--- src/rtl/quick_spi_slave_if.sv ---
// Parallel handshake + SPI pin bundle for quick_spi_slave.
interface quick_spi_slave_if #(
  parameter int DATA_WIDTH = 8
);
  logic                  cpol;
  logic                  cpha;
  logic                  sclk;
  logic                  mosi;
  logic                  ss_n;
  logic                  miso;
  logic [DATA_WIDTH-1:0] tx_data;
  logic                  tx_valid;
  logic                  tx_ready;
  logic [DATA_WIDTH-1:0] rx_data;
  logic                  rx_valid;
  logic                  rx_ready;
  logic                  busy;
  logic                  tx_underrun;
  logic                  rx_overrun;
  logic                  clear_flags;

  modport slave (
    input  cpol, cpha, sclk, mosi, ss_n, tx_data, tx_valid, rx_ready, clear_flags,
    output miso, tx_ready, rx_data, rx_valid, busy, tx_underrun, rx_overrun
  );

  modport master (
    output cpol, cpha, sclk, mosi, ss_n, tx_data, tx_valid, rx_ready, clear_flags,
    input  miso, tx_ready, rx_data, rx_valid, busy, tx_underrun, rx_overrun
  );
endinterface

--- src/rtl/quick_spi_slave.sv ---
// Oversampling LSB-first SPI slave with one-entry TX holding and RX output registers.
// QUICK_SPI_SLAVE_MISO_TRISTATE_EN: release miso (1'bz) while deselected.
module quick_spi_slave #(
  parameter int DATA_WIDTH = 8
) (
  input  logic              s_axi_aclk,
  input  logic              s_axi_aresetn,
  quick_spi_slave_if.slave  bus
);

  localparam int CW = (DATA_WIDTH > 2) ? $clog2(DATA_WIDTH) : 1;
  localparam logic [CW-1:0] LAST = CW'(DATA_WIDTH - 1);

  typedef enum logic [1:0] {IDLE, LOAD, SHIFT} state_e;

  state_e                state_q, state_d;
  logic [1:0]            sclk_sync_q, mosi_sync_q, ss_sync_q;
  logic                  sclk_dly_q;
  logic                  cpol_q, cpol_d, cpha_q, cpha_d;
  logic [CW-1:0]         cnt_q, cnt_d;
  logic [DATA_WIDTH-1:0] tx_sr_q, tx_sr_d, hold_q, hold_d;
  logic                  hold_full_q, hold_full_d;
  logic [DATA_WIDTH-1:0] rx_sr_q, rx_sr_d, rx_data_q, rx_data_d;
  logic                  rx_valid_q, rx_valid_d;
  logic                  miso_q, miso_d;
  logic                  unr_q, unr_d, ovr_q, ovr_d;

  logic                  sclk_s, mosi_s, ss_s, sclk_edge, lead, trail, sample, shift;
  logic [DATA_WIDTH-1:0] rx_word;

  assign sclk_s    = sclk_sync_q[1];
  assign mosi_s    = mosi_sync_q[1];
  assign ss_s      = ss_sync_q[1];
  assign sclk_edge = sclk_s ^ sclk_dly_q;
  assign lead      = sclk_edge & (sclk_s != cpol_q);
  assign trail     = sclk_edge & (sclk_s == cpol_q);
  assign sample    = cpha_q ? trail : lead;
  assign shift     = cpha_q ? lead : trail;

  always_comb begin
    rx_word           = rx_sr_q;
    rx_word[LAST]     = mosi_s;
  end

  always_comb begin
    state_d     = state_q;
    cpol_d      = cpol_q;
    cpha_d      = cpha_q;
    cnt_d       = cnt_q;
    tx_sr_d     = tx_sr_q;
    hold_d      = hold_q;
    hold_full_d = hold_full_q;
    rx_sr_d     = rx_sr_q;
    rx_data_d   = rx_data_q;
    rx_valid_d  = rx_valid_q;
    miso_d      = miso_q;
    unr_d       = unr_q & ~bus.clear_flags;
    ovr_d       = ovr_q & ~bus.clear_flags;

    if (bus.tx_valid && !hold_full_q) begin
      hold_d      = bus.tx_data;
      hold_full_d = 1'b1;
    end
    if (rx_valid_q && bus.rx_ready) rx_valid_d = 1'b0;

    case (state_q)
      IDLE: begin
        if (!ss_s) begin
          cpol_d  = bus.cpol;
          cpha_d  = bus.cpha;
          state_d = LOAD;
        end
      end
      LOAD: begin
        cnt_d = '0;
        if (ss_s) begin
          state_d = IDLE;
        end else begin
          // Holding is never written while full, so emptying it here cannot lose a write.
          if (hold_full_q) begin
            tx_sr_d     = hold_q;
            hold_full_d = 1'b0;
          end else begin
            tx_sr_d = '0;
            unr_d   = 1'b1;
          end
          if (!cpha_q) miso_d = hold_full_q & hold_q[0];
          state_d = SHIFT;
        end
      end
      SHIFT: begin
        if (ss_s) begin
          state_d = IDLE;
          cnt_d   = '0;
          rx_sr_d = '0;
        end else begin
          if (shift) miso_d = tx_sr_q[cnt_q];
          if (sample) begin
            rx_sr_d[cnt_q] = mosi_s;
            cnt_d          = cnt_q + 1'b1;
            if (cnt_q == LAST) begin
              cnt_d   = '0;
              state_d = LOAD;
              // A same-cycle consumer read frees the output register for the new word.
              if (!rx_valid_q || bus.rx_ready) begin
                rx_data_d  = rx_word;
                rx_valid_d = 1'b1;
              end else begin
                ovr_d = 1'b1;
              end
            end
          end
        end
      end
      default: state_d = IDLE;
    endcase
  end

  always_ff @(posedge s_axi_aclk or negedge s_axi_aresetn) begin
    if (!s_axi_aresetn) begin
      state_q     <= IDLE;
      sclk_sync_q <= '0;
      mosi_sync_q <= '0;
      ss_sync_q   <= 2'b11;
      sclk_dly_q  <= 1'b0;
      cpol_q      <= 1'b0;
      cpha_q      <= 1'b0;
      cnt_q       <= '0;
      tx_sr_q     <= '0;
      hold_q      <= '0;
      hold_full_q <= 1'b0;
      rx_sr_q     <= '0;
      rx_data_q   <= '0;
      rx_valid_q  <= 1'b0;
      miso_q      <= 1'b0;
      unr_q       <= 1'b0;
      ovr_q       <= 1'b0;
    end else begin
      state_q     <= state_d;
      sclk_sync_q <= {sclk_sync_q[0], bus.sclk};
      mosi_sync_q <= {mosi_sync_q[0], bus.mosi};
      ss_sync_q   <= {ss_sync_q[0], bus.ss_n};
      sclk_dly_q  <= sclk_s;
      cpol_q      <= cpol_d;
      cpha_q      <= cpha_d;
      cnt_q       <= cnt_d;
      tx_sr_q     <= tx_sr_d;
      hold_q      <= hold_d;
      hold_full_q <= hold_full_d;
      rx_sr_q     <= rx_sr_d;
      rx_data_q   <= rx_data_d;
      rx_valid_q  <= rx_valid_d;
      miso_q      <= miso_d;
      unr_q       <= unr_d;
      ovr_q       <= ovr_d;
    end
  end

  assign bus.busy        = (state_q != IDLE);
  assign bus.tx_ready    = ~hold_full_q;
  assign bus.rx_data     = rx_data_q;
  assign bus.rx_valid    = rx_valid_q;
  assign bus.tx_underrun = unr_q;
  assign bus.rx_overrun  = ovr_q;
`ifdef QUICK_SPI_SLAVE_MISO_TRISTATE_EN
  assign bus.miso = bus.busy ? miso_q : 1'bz;
`else
  assign bus.miso = bus.busy & miso_q;
`endif

endmodule

--- src/flat_wrapper.sv ---
// flat-port wrapper written by rule: the top's interface ports become plain ports
module quick_spi_slave_flat 
#(
  parameter int DATA_WIDTH = 8
)
  (s_axi_aclk, s_axi_aresetn, bus_cpol, bus_cpha, bus_sclk, bus_mosi, bus_ss_n, bus_tx_data, bus_tx_valid, bus_rx_ready, bus_clear_flags, bus_miso, bus_tx_ready, bus_rx_data, bus_rx_valid, bus_busy, bus_tx_underrun, bus_rx_overrun);
  quick_spi_slave_if #(.DATA_WIDTH(DATA_WIDTH)) bus_i ();
  input  logic s_axi_aclk;
  input  logic s_axi_aresetn;
  input wire logic [$bits(bus_i.cpol)-1:0] bus_cpol;
  input wire logic [$bits(bus_i.cpha)-1:0] bus_cpha;
  input wire logic [$bits(bus_i.sclk)-1:0] bus_sclk;
  input wire logic [$bits(bus_i.mosi)-1:0] bus_mosi;
  input wire logic [$bits(bus_i.ss_n)-1:0] bus_ss_n;
  input wire logic [$bits(bus_i.tx_data)-1:0] bus_tx_data;
  input wire logic [$bits(bus_i.tx_valid)-1:0] bus_tx_valid;
  input wire logic [$bits(bus_i.rx_ready)-1:0] bus_rx_ready;
  input wire logic [$bits(bus_i.clear_flags)-1:0] bus_clear_flags;
  output wire logic [$bits(bus_i.miso)-1:0] bus_miso;
  output wire logic [$bits(bus_i.tx_ready)-1:0] bus_tx_ready;
  output wire logic [$bits(bus_i.rx_data)-1:0] bus_rx_data;
  output wire logic [$bits(bus_i.rx_valid)-1:0] bus_rx_valid;
  output wire logic [$bits(bus_i.busy)-1:0] bus_busy;
  output wire logic [$bits(bus_i.tx_underrun)-1:0] bus_tx_underrun;
  output wire logic [$bits(bus_i.rx_overrun)-1:0] bus_rx_overrun;
  assign bus_i.cpol = bus_cpol;
  assign bus_i.cpha = bus_cpha;
  assign bus_i.sclk = bus_sclk;
  assign bus_i.mosi = bus_mosi;
  assign bus_i.ss_n = bus_ss_n;
  assign bus_i.tx_data = bus_tx_data;
  assign bus_i.tx_valid = bus_tx_valid;
  assign bus_i.rx_ready = bus_rx_ready;
  assign bus_i.clear_flags = bus_clear_flags;
  assign bus_miso = bus_i.miso;
  assign bus_tx_ready = bus_i.tx_ready;
  assign bus_rx_data = bus_i.rx_data;
  assign bus_rx_valid = bus_i.rx_valid;
  assign bus_busy = bus_i.busy;
  assign bus_tx_underrun = bus_i.tx_underrun;
  assign bus_rx_overrun = bus_i.rx_overrun;
  quick_spi_slave #(.DATA_WIDTH(DATA_WIDTH)) u_core (.s_axi_aclk(s_axi_aclk), .s_axi_aresetn(s_axi_aresetn), .bus(bus_i));
endmodule
--- config.mk ---
export PLATFORM = sky130hd
export DESIGN_NAME = quick_spi_slave_flat
export DESIGN_NICKNAME = d
export VERILOG_FILES = /design/src/rtl/quick_spi_slave_if.sv /design/src/rtl/quick_spi_slave.sv /design/src/flat_wrapper.sv
export SDC_FILE = /design/constraint.sdc
export NUM_CORES = 1
export LEC_CHECK = 0
export CAP_MARGIN = 40
export CORE_MARGIN = 2
export CORE_UTILIZATION = 30
export CTS_CLUSTER_DIAMETER = 200
export CTS_CLUSTER_SIZE = 14
export DETAILED_ROUTE_END_ITERATION = 10
export MAX_ROUTING_LAYER = met4
export PLACE_DENSITY_LB_ADDON = 0.25
export SLEW_MARGIN = 20
export SYNTH_ARGS = -nofsm -noshare
export SYNTH_HDL_FRONTEND = slang
export SYNTH_SLANG_ARGS = --single-unit
--- constraint.sdc ---
create_clock -name s_axi_aclk -period 3.8 [get_ports s_axi_aclk]
set_clock_uncertainty 0.2 [all_clocks]
set_input_delay 0.57 -clock s_axi_aclk [delete_from_list [all_inputs] [get_ports s_axi_aclk]]
set_output_delay 0.57 -clock s_axi_aclk [all_outputs]
set_load 0.02 [all_outputs]
# ---- Word level (Yosys, flattened, before mapping)
# Cells that the tools add are included.
dict set report op_classes {
  magnitude_cmp 2
  multipliers 0
  eq_ne 12
  div 0
  shifts 0
  n_reduce_logical 17
  mux 43
  bitwise 10
  add_sub_neg 1
}
# cell count
set op_table {}
lappend op_table {{1-bit two-way mux} 26}
lappend op_table {{8-bit two-way mux} 3}
lappend op_table {{2-bit two-way mux} 5}
lappend op_table {{5-bit AND reduction} 2}
lappend op_table {{3-bit two-way mux} 3}
lappend op_table {{8-bit bitwise mux} 1}
lappend op_table {{2-bit != test, second input constant} 4}
lappend op_table {{2-bit AND reduction} 4}
lappend op_table {{1-bit AND} 6}
lappend op_table {{3-bit by 1-bit != test with 1-bit output, second input constant} 2}
lappend op_table {{2-bit one-hot mux with 3 select lines} 1}
lappend op_table {{3-bit one-hot mux with 2 select lines} 1}
lappend op_table {{2-bit nonzero test} 3}
lappend op_table {{3-bit by 4-bit less-than comparator with 1-bit output, second input constant} 1}
lappend op_table {{3-bit by 1-bit adder with 3-bit output, second input constant} 1}
lappend op_table {{1-bit binary-select mux with 3-bit select} 1}
lappend op_table {{1-bit demux with 3-bit select} 1}
lappend op_table {{3-bit == test, second input constant} 1}
lappend op_table {{3-bit by 1-bit >= comparator with 1-bit output, second input constant} 1}
lappend op_table {{1-bit logical AND} 3}
lappend op_table {{1-bit inverter} 3}
lappend op_table {{3-bit AND reduction} 1}
lappend op_table {{2-bit by 1-bit == test with 1-bit output, second input constant} 1}
lappend op_table {{2-bit == test, second input constant} 1}
lappend op_table {{8 further kinds} 9}
dict set report word_totals {
  output_inout_bits 14
  in_bits 18
  wordCells 102
  regBits 51
  mem_bits_rw 0
  memories 0
  mem_bits_ro 0
  latch_bits 0
}

# ---- Depth between registers and ports, before layout
# Gate-level depths: netlist (run 1).
dict set report logic_depth {
  word_depth 7
  ltp_mapped 8
  depth_no_buf 6
}

# ---- Least setup slack after synthesis (run 1)
# No wires, ideal clock.
dict set report synth_timing {
  path_kind {reg2reg}
  startpoint {reg u_core.state_q[0]}
  endpoint {reg u_core.rx_data_q[0], in the netlist u_core.bus.rx_data[0]}
  slack_ps 1605
  path_buffers 2
  path_stages_with_launch 9
  setup_ps 125
  t_required_ps 3475
  period_less_slack_ps 2195
  t_arrival_ps 1870
  path_cell_list {dfrtp_1 -> inv_1 -> ha_1 -> buf_8 -> or2b_2 -> nor2b_4 -> and3_4 -> buf_12 -> mux2_4}
}
dict set report synth_between {
  elab_chain_cells 2
}
# element line
set synth_lines {}
lappend synth_lines {{from (decl)} quick_spi_slave.sv:16} ;# state_e state_q, state_d;
lappend synth_lines {{from (signal assigned)} quick_spi_slave.sv:139} ;# state_q <= state_d;
lappend synth_lines {{2-bit == test} quick_spi_slave.sv:66} ;# case (state_q)
lappend synth_lines {{5-bit AND reduction (no line)} n/a}
lappend synth_lines {{to (signal assigned)} quick_spi_slave.sv:151} ;# rx_data_q <= rx_data_d;
lappend synth_lines {{to (decl)} quick_spi_slave.sv:23} ;# logic [DATA_WIDTH-1:0] rx_sr_q, rx_sr_d, rx_data_q, rx_data_d;
# Every way passes these cells.
# A chain may end at the register's enable or synchronous reset.

# ---- Final worst setup path (run 1)
dict set report layout_timing {
  startpoint {reg u_core.state_q[0]}
  endpoint {out bus_busy}
}
dict set report layout_between {
  elab_chain_cells 1
}
# element line
set layout_lines {}
lappend layout_lines {{2-bit nonzero test} quick_spi_slave.sv:159} ;# assign bus.busy = (state_q != IDLE);
lappend layout_lines {{to (decl)} flat_wrapper.sv:23} ;# output wire logic [$bits(bus_i.busy)-1:0] bus_busy;
# Every way passes these cells.

==> flow_summary.yaml, run 1 <==
yosys:
  ys_warn_count: 0
  syn_area_per_cell_um2: 12.3
  netlist_top_cells_area: "dfrtp_1 (53%), mux2_4 (6.0%), mux2_2 (6.0%)"
  syn_area_um2: 2270
  synth_edf_count: 0
  synth_mux_area_share_pct: 14.2
  synthDistinctLibCells: 38
  synthAdderAreaFrac_pct: 3.31
  seq_area_frac_synth_pct: 55.2
  yosys.area_share.simple_pct: 12.3
  ys_seq_elements: 50
  synth.top_cell.area_share_pct: 52.9
  synth_top_family_by_area: "multiplexers"
  syn_inst: 185
  synthArstFlopShare_pct: 100
  synth_xor_area_share_pct: 0.716
  synth_flop_cell: "dfrtp_1"
  synth_compound_area_share_pct: 10.3
  synth_nets: 209
  yosys.area.top_type: "dfrtp_1"
routing:
  firstDrtPassIters: 4
  ant_nets: 0
  wl_per_cell_um: 12.9
  viasPerCell: 4.56
  drt-total-wl_um: 4060
  drt-initial-drc-count: 54
  via_count: 1431
  drc: 0
clock_network:
  cts_max_level: 2
  cts_root_buf: "clkbuf_8"
  cts_setup_buffers: 0
  cts_made_buffers: 5
  postCtsHoldBufs: 0
  cts_tree: "yes"
  worstSkewPairLatency_ps: 300
  clkTransAtPathRegs_ps: 90
  clockBufferDepth: 2
  clock_sinks: 50
  ctsResizeCount: 0
layout:
  n_antenna_cell: 0
  drive_gt1_share_pct: 19.5
  syn_to_final_growth_pct: 19.9
  multi_input_area_um2: 927
  final_net_count: 238
  nFillCells: 747
  regArea_um2: 1250
  post-route-util_pct: 37.4
  fin_cells: 314
die:
  die_height_um: 91.0
  die_w_um: 91.0
  placementRows: 31
  io-pin-count: 32
  core_region_area_um2: 7290
  die_area_um2: 8280
  initial_utilization_pct: 31.1
global_route:
  grt_use_total_pct: 10.9
  grt_pass1_wl_um: 7110
  grt_use_met2_pct: 16.2
  use_met3_pct: 2.57
  globalRoute.totalOverflow: 0
  grtUsageMet1_pct: 14.7
  grt_max_degree: 32
  grt_pass1_vias: 1454
  antenna_found_initial: 0
  busiest_layer: "met2"
placement:
  place.gp.congestion: 0.825
  port_buffers: 31
  placedCellCount: 306
  place_ws_ps: 1430
  post-dp-hpwl_um: 2860
critical_path:
  cp_top_family: "buffers and inverters"
  crit_fanout: 4
  criticalPathCategory: "flip-flop to output port"
  cpMostUsedCell: "inv_1"
  critPathSlowestCell: "clkdlybuf4s50_1"
  critPathMaxStageDelay_ps: 610
  cp.buffers_inverters: 3
  critPathCaptureType: "output port"
  critPathLaunchType: "flip-flop"
  arrival_ps: 1750
  regToRegSetupSlack_ps: 1440
  crit_required_ps: 3030
  crit_path_cell_trace: "inv_1, ha_1, inv_1, clkdlybuf4s50_1"
sta:
  period_share_pct: 66.3
  fmax_mhz: 397
  relSlewSlack_pct: 50.3
  rsz0062_at_grt: "false"
  maxSlewViolCount: 0
  fin_hold_ws_ps: -1.66
  fin_crit_ps: 2520
  worst_pin_slew_ps: 745
  finalHoldViolCount: 2
  setup_tns_ps: 0
  timing.final.ws_setup_ps: 1280
  setup-violations-final: 0
outcome:
  status: "complete, but fails checks"
  failed_checks: "negative hold slack"
hold_path:
  min_path_type: "primary input to asynchronous set/reset pin"
power_and_ir_drop:
  power_density_nw_per_um2: 554
  p_leak_nw: 1.17
  combinationalPowerShare_pct: 29.4
  p_switching_mw: 0.483
  pwr-share-clk_pct: 20.1
  p_total_mw: 1.51
  swShare_pct: 32.0
  internal_power_mw: 1.03
  power_frac_seq_pct: 50.6
  peakVddDrop_mv: 0.277
job:
  max_cap_violations: 0
power by group through the flow:
stage / Clock [mW] / Combinational [mW] / Sequential [mW]
floorplan: 0 / 0.356 / 0.735
global placement: 0 / 0.445 / 0.771
detailed placement: 0 / 0.449 / 0.776
CTS: 0.318 / 0.452 / 0.765
global route: 0.338 / 0.497 / 0.785
finish: 0.303 / 0.443 / 0.762
through the flow:
stage                     cell area, µm²  hold slack, ps
after floorplan                     2270            74.4
after global placement              2640             134
after detailed placement            2640             135
after CTS                           2720            8.16
after global routing                2720            23.3
final                               2720           -1.66
worst paths after layout:
kind                                                      start                           endpoint  cells past startpoint
worst max-delay path              u_core.state_q[0]$_DFFE_PN0P_                           bus_busy                      4
worst min-delay path                              s_axi_aresetn       u_core.hold_full_q$_DFF_PN0_                      1
worst max register to register    u_core.state_q[0]$_DFFE_PN0P_  u_core.bus.rx_data[0]$_DFFE_PN0P_                      6
worst min register to register  u_core.mosi_sync_q[0]$_DFF_PN0_    u_core.mosi_sync_q[1]$_DFF_PN0_                      0
max in group asynchronous                         s_axi_aresetn      u_core.rx_sr_q[0]$_DFFE_PN0P_                      2
min in group s_axi_aclk         u_core.mosi_sync_q[0]$_DFF_PN0_    u_core.mosi_sync_q[1]$_DFF_PN0_                      0
synthesized netlist by cell type, types with 2 or more instances:
cell       n
clkbuf_1   6
dfrtp_1   48
nand3_1    3
o21ai_0   12
o22ai_1    3
nand2b_1   3
ha_1       6
a32o_1     8
nand2_1   25
inv_1      6
mux2_2    12
nand3b_1   3
nor2b_1    4
dfstp_2    2
mux2_4     9
mux2i_1    3
a21oi_1    7
and2b_2    2
nor2_1     4
worst register-to-register path, delay by kind of cell, from the launching register on:
kind	cells	cell delay, ps
flops	1	420
fa+ha+maj	1	320
mux	1	310
simple gates	3	880
buf+inv	1	110
kinds of logic after synthesis:
| logic type | Yosys count |
|---|---|
| mux | 25 |
| simple gates | 52 |
| xor+xnor | 1 |
| fa+ha+maj | 6 |
| flops | 50 |
| compound gates | 35 |
| buf+inv | 16 |
sequential cells by signal (all words and copies together) (netlist names), 2 cells and up:
signal,count
u_core.ss_sync_q,2
u_core.tx_sr_q,8
u_core.rx_sr_q,7
u_core.bus.rx_data,8
u_core.mosi_sync_q,2
u_core.hold_q,8
u_core.cnt_q,3
u_core.sclk_sync_q,2
u_core.state_q,2
layout by cell type, fill, tap and decap left out, types with 2 or more instances in the layout:
cell type	n
ha_1	6
nand2_1	25
mux2i_1	3
o21ai_0	12
and2b_2	2
a32o_1	8
dfrtp_1	48
clkbuf_1	2
inv_1	6
mux2_4	9
clkbuf_8	5
a21oi_1	7
o22ai_1	3
mux2_2	12
nand3_1	3
nor2_1	4
clkdlybuf4s50_1	30
dfstp_2	2
nand2b_1	3
nor2b_1	4
nand3b_1	3
cell type report:
class                      instances  area share [%]
sequential                        50            46.0
timing repair buffer              32            11.5
multi-input combinational        119            34.0
clock buffer                       7            2.80
clock inverter                     1           0.276
tap                               99            4.55
inverter                           6           0.827
per-layer routing:
layer | vias to the layer above | share of wire [%]
li1 | 704 | -
met1 | 692 | 50
met2 | 30 | 45
met3 | 5 | 3.7
met4 | 0 | 1.4
met5 | - | 0
Note: power is estimated with default switching activity, not from simulation.
==> inputs of run 2 (changes only) <==
==> constraint.sdc (replaced) <==
create_clock -name s_axi_aclk -period 2.5 [get_ports s_axi_aclk]
set_clock_uncertainty 0.2 [all_clocks]
set_input_delay 0.375 -clock s_axi_aclk [delete_from_list [all_inputs] [get_ports s_axi_aclk]]
set_output_delay 0.375 -clock s_axi_aclk [all_outputs]
set_load 0.02 [all_outputs]
==> run 2 against run 1 <==
  * The flow now finishes without violations
  * Sequential cell count is the same
  * Sequential power increased by 48%
  * Via count shrank 0.42%
  * Critical path type unchanged
==> flow_summary.yaml, run 2 (same netlist as run 1, synthesis figures left out) <==
routing:
  wl_per_cell_um: 12.6
  drc: 0
  drt-initial-drc-count: 85
  drt-total-wl_um: 4000
  ant_nets: 0
  via_count: 1425
  viasPerCell: 4.48
  firstDrtPassIters: 4
sta:
  maxSlewViolCount: 0
  relSlewSlack_pct: 58.6
  fin_crit_ps: 2340
  rsz0062_at_grt: "false"
  fmax_mhz: 427
  setup_tns_ps: 0
  setup-violations-final: 0
  period_share_pct: 93.6
  finalHoldViolCount: 0
  worst_pin_slew_ps: 621
placement:
  port_buffers: 31
  place.gp.congestion: 0.738
  post-dp-hpwl_um: 2800
  place_area_um2: 2660
  placedCellCount: 309
global_route:
  grt_pass1_wl_um: 7030
  globalRoute.totalOverflow: 0
  grt_pass1_vias: 1445
  grt_max_degree: 51
  grt_use_total_pct: 10.9
  antenna_found_initial: 0
layout:
  layout_common_cells: "dfrtp_1 (48), clkdlybuf4s50_1 (30), nand2_1 (25), mux2_2 (12), o21ai_0 (12)"
  syn_to_final_growth_pct: 21.9
  multi_input_area_um2: 927
  regArea_um2: 1250
  fin_cells: 318
  n_antenna_cell: 0
  final_net_count: 242
  nFillCells: 754
  drive_gt1_share_pct: 21.5
  design_area_um2: 2770
  final_common_cell: "dfrtp_1"
clock_network:
  cts_tree: "yes"
  cts_setup_buffers: 0
  clockBufferDepth: 2
  cts_max_level: 2
  cts_root_buf: "clkbuf_8"
  worstSkewPairLatency_ps: 300
  cts_made_buffers: 5
  clkTransAtPathRegs_ps: 90
  clock_sinks: 50
critical_path:
  crit_fanout: 4
  crit_path_cell_trace: "inv_1, ha_1, inv_1, clkdlybuf4s50_1"
  crit_required_ps: 1920
  critPathSlowestCell: "clkdlybuf4s50_1"
  cp.buffers_inverters: 3
  arrival_ps: 1760
  cpMostUsedCell: "inv_1"
  critPathLaunchType: "flip-flop"
  critPathCaptureType: "output port"
  cp_top_family: "buffers and inverters"
  critPathMaxStageDelay_ps: 620
  criticalPathCategory: "flip-flop to output port"
die:
  io-pin-count: 32
  die_height_um: 91.0
  placementRows: 31
  die_area_um2: 8280
  die_w_um: 91.0
  core_region_area_um2: 7290
  initial_utilization_pct: 31.1
power_and_ir_drop:
  peakVddDrop_mv: 0.477
  power_density_nw_per_um2: 847
  p_leak_nw: 1.20
job:
  max_cap_violations: 0
outcome:
  status: "completed"
hold_path:
  min_path_type: "flip-flop to flip-flop"
## run 2: cell count changes in the layout (fill, tap and decap cells not counted)
cell,before,now
clkbuf_8,5,6
clkbuf_1,2,0
clkinv_2,0,1
dlygate4sd3_1,0,1
buf_4,1,4
## run 2: through the flow
step	util, %	setup WS [ps]	power, mW	hold slack [ps]
detailed placement	36.5	316	1.88	135
global placement	36.5	385	1.86	133
CTS	38.0	139	2.38	157
floorplan	-	305	1.66	-121
global route	38.0	23.1	2.53	167
finish	38.0	160	2.34	154
## run 2: final timing paths
path / start / to / slack (ps) / cells past startpoint
hold / removal: u_core.sclk_sync_q[0]$_DFF_PN0_ / u_core.sclk_sync_q[1]$_DFF_PN0_ / 150 / 0
setup / recovery: u_core.state_q[0]$_DFFE_PN0P_ / bus_busy / 160 / 4
setup reg to reg: u_core.state_q[0]$_DFFE_PN0P_ / u_core.bus.rx_data[7]$_DFFE_PN0P_ / 330 / 6
min in group asynchronous: s_axi_aresetn / u_core.cnt_q[0]$_DFFE_PN0P_ / 510 / 3
max in group asynchronous: s_axi_aresetn / u_core.hold_q[2]$_DFFE_PN0P_ / 1180 / 3
hold reg to reg: u_core.sclk_sync_q[0]$_DFF_PN0_ / u_core.sclk_sync_q[1]$_DFF_PN0_ / 150 / 0
## run 2: cell type report
class                      count  share of cell area, %
clock buffer                   6                   2.98
clock inverter                 2                  0.452
sequential                    50                   45.3
tap                           99                   4.48
multi-input combinational    119                   33.5
timing repair buffer          36                   12.5
inverter                       6                  0.814
## run 2: timing repair
item	in CTS	in global routing
endpoints found under the setup margin	0	0
gates resized for setup	0	0
hold endpoints to repair	48	0
hold buffers	1	0
## run 2: power breakdown
part           total, mW  switching [mW]  leakage [nW]  internal [mW]
clock              0.497           0.274        0.0472          0.223
combinational      0.717           0.344         0.511          0.373
sequential          1.13           0.125         0.642           1.01
## run 2: worst reg2reg max path, cell delays in order, from the launching register on
cell and delay (ps):
dfrtp_1 420, inv_1 110, ha_1 180, or2b_2 350, nor2b_4 180, and3_4 310
mux2_4 320
## run 2: routing by layer
metal  global-route usage [%]  vias up  wire (µm)
li1                         -      713          -
met1                     14.7      680       1930
met2                     15.7       25       1870
met3                     2.66        7        142
met4                     4.17        0         63
met5                        -        -          0
==> inputs of run 3 (changes only) <==
--- a/config.mk
+++ b/config.mk
@@ -7,13 +7,11 @@
 export LEC_CHECK = 0
 export CAP_MARGIN = 40
 export CORE_MARGIN = 2
-export CORE_UTILIZATION = 30
+export CORE_UTILIZATION = 41
 export CTS_CLUSTER_DIAMETER = 200
-export CTS_CLUSTER_SIZE = 14
 export DETAILED_ROUTE_END_ITERATION = 10
 export MAX_ROUTING_LAYER = met4
 export PLACE_DENSITY_LB_ADDON = 0.25
-export SLEW_MARGIN = 20
 export SYNTH_ARGS = -nofsm -noshare
 export SYNTH_HDL_FRONTEND = slang
 export SYNTH_SLANG_ARGS = --single-unit
==> run 3 against run 2 <==
  * Hold slack got worse by 1.9 ps
  * Sequential share of layout area decreased by 0.20 points
  * Die area down 26%
  * Critical path depth unchanged
  * Critical path type unchanged
  * Highest routed layer unchanged
==> flow_summary.yaml, run 3 (same netlist as run 1, synthesis figures left out) <==
clock_network:
  cts_root_buf: "clkbuf_8"
  cts_tree: "yes"
  cts_max_level: 2
  clockBufferDepth: 2
  clkTransAtPathRegs_ps: 80
  ctsResizeCount: 0
  cts_made_buffers: 5
  cts_setup_buffers: 0
  postCtsHoldBufs: 1
  clock_sinks: 50
  worstSkewPairLatency_ps: 300
placement:
  place_ws_ps: 322
  port_buffers: 31
  place.gp.congestion: 0.772
  post-dp-hpwl_um: 2860
  place_area_um2: 2660
  placedCellCount: 285
hold_path:
  min_path_type: "flip-flop to flip-flop"
sta:
  worst_pin_slew_ps: 638
  maxSlewViolCount: 0
  relSlewSlack_pct: 57.5
  setup-violations-final: 0
  finalHoldViolCount: 0
  rsz0062_at_grt: "false"
  period_share_pct: 93.6
  fin_hold_ws_ps: 153
  fin_crit_ps: 2340
  setup_tns_ps: 0
  fmax_mhz: 428
  timing.final.ws_setup_ps: 161
routing:
  firstDrtPassIters: 4
  ant_nets: 0
  drt-total-wl_um: 3880
  viasPerCell: 4.94
  wl_per_cell_um: 13.2
  drc: 0
  via_count: 1451
  drt-initial-drc-count: 124
global_route:
  grt_use_total_pct: 14.4
  grt_pass1_wl_um: 6700
  grt_max_degree: 30
  grt_pass1_vias: 1412
  globalRoute.totalOverflow: 0
  antenna_found_initial: 0
critical_path:
  critPathCaptureType: "output port"
  critPathSlowestCell: "clkdlybuf4s50_1"
  cpMostUsedCell: "inv_1"
  crit_path_cell_trace: "inv_1, ha_1, inv_1, clkdlybuf4s50_1"
  arrival_ps: 1760
  cp_top_family: "buffers and inverters"
  critPathMaxStageDelay_ps: 620
  crit_required_ps: 1920
  crit_fanout: 4
  cp.buffers_inverters: 3
  criticalPathCategory: "flip-flop to output port"
  critPathLaunchType: "flip-flop"
outcome:
  status: "completed"
die:
  die_area_um2: 6150
  initial_utilization_pct: 41.8
  die_height_um: 78.4
  core_region_area_um2: 5440
  die_w_um: 78.4
  placementRows: 27
  io-pin-count: 32
power_and_ir_drop:
  peakVddDrop_mv: 0.474
  p_leak_nw: 1.23
  power_density_nw_per_um2: 869
layout:
  n_antenna_cell: 0
  multi_input_area_um2: 927
  syn_to_final_growth_pct: 22.4
  fin_cells: 294
  nFillCells: 501
  drive_gt1_share_pct: 21.6
  regArea_um2: 1250
  layout_common_cells: "dfrtp_1 (48), clkdlybuf4s50_1 (30), nand2_1 (25), mux2_2 (12), o21ai_0 (12)"
  final_net_count: 245
  design_area_um2: 2780
  final_common_cell: "dfrtp_1"
job:
  max_cap_violations: 0
-- run 3: cell count changes in the layout (fill, tap and decap cells not counted), sizes merged --
| cell | before | now |
|---|---|---|
| buf | 5 | 8 |
| bufinv | 0 | 1 |
| clkbuf | 6 | 7 |
| clkinv | 1 | 0 |
| clkinvlp | 1 | 0 |
-- run 3: where the power goes --
part           switching (mW)  internal [mW]  total, mW
sequential              0.124           1.01       1.13
clock                   0.246          0.299      0.546
combinational           0.360          0.380      0.741
-- run 3: final cells by class --
| type | instances | share of cell area (%) |
|---|---|---|
| Clock buffer | 7 | 2.75 |
| Clock inverter | 1 | 1.08 |
| Inverter | 6 | 0.810 |
| Multi-Input combinational cell | 119 | 33.3 |
| Sequential cell | 50 | 45.1 |
| Tap cell | 72 | 3.24 |
| Timing Repair Buffer | 39 | 13.7 |
-- run 3: path summary, 6_finish.rpt --
kind,startpoint,end,slack (ps),cells past startpoint
min in group asynchronous,s_axi_aresetn,u_core.hold_q[2]$_DFFE_PN0P_,290,2
worst max-delay path,u_core.state_q[0]$_DFFE_PN0P_,bus_busy,160,4
worst max register to register,u_core.state_q[0]$_DFFE_PN0P_,u_core.bus.rx_data[2]$_DFFE_PN0P_,320,6
max in group asynchronous,s_axi_aresetn,u_core.tx_sr_q[1]$_DFFE_PN0N_,1210,4
worst min-delay path,u_core.mosi_sync_q[0]$_DFF_PN0_,u_core.mosi_sync_q[1]$_DFF_PN0_,150,0
worst min register to register,u_core.mosi_sync_q[0]$_DFF_PN0_,u_core.mosi_sync_q[1]$_DFF_PN0_,150,0
-- run 3: stage by stage --
stage / total power [mW] / utilization [%]
2_1_floorplan: 1.66 / -
3_3_place_gp: 1.87 / 48.6
3_5_place_dp: 1.89 / 49.0
4_1_cts: 2.45 / 51.1
5_1_grt: 2.59 / 51.1
6_report: 2.42 / 51.1
-- run 3: worst register-to-register path, cell delays in order, from the launching register on --
cell and delay [ps]:
dfrtp_1 420, inv_1 110, ha_1 180, or2b_2 350, nor2b_4 190, and3_4 310
mux2_4 320
-- run 3: layer usage --
layer | vias to the layer above | global-route usage, % | part of all wire, %
li1 | 719 | - | -
met1 | 687 | 19.6 | 49
met2 | 38 | 21.5 | 45
met3 | 7 | 3.45 | 4.6
met4 | 0 | 4.74 | 1.7
met5 | - | - | 0
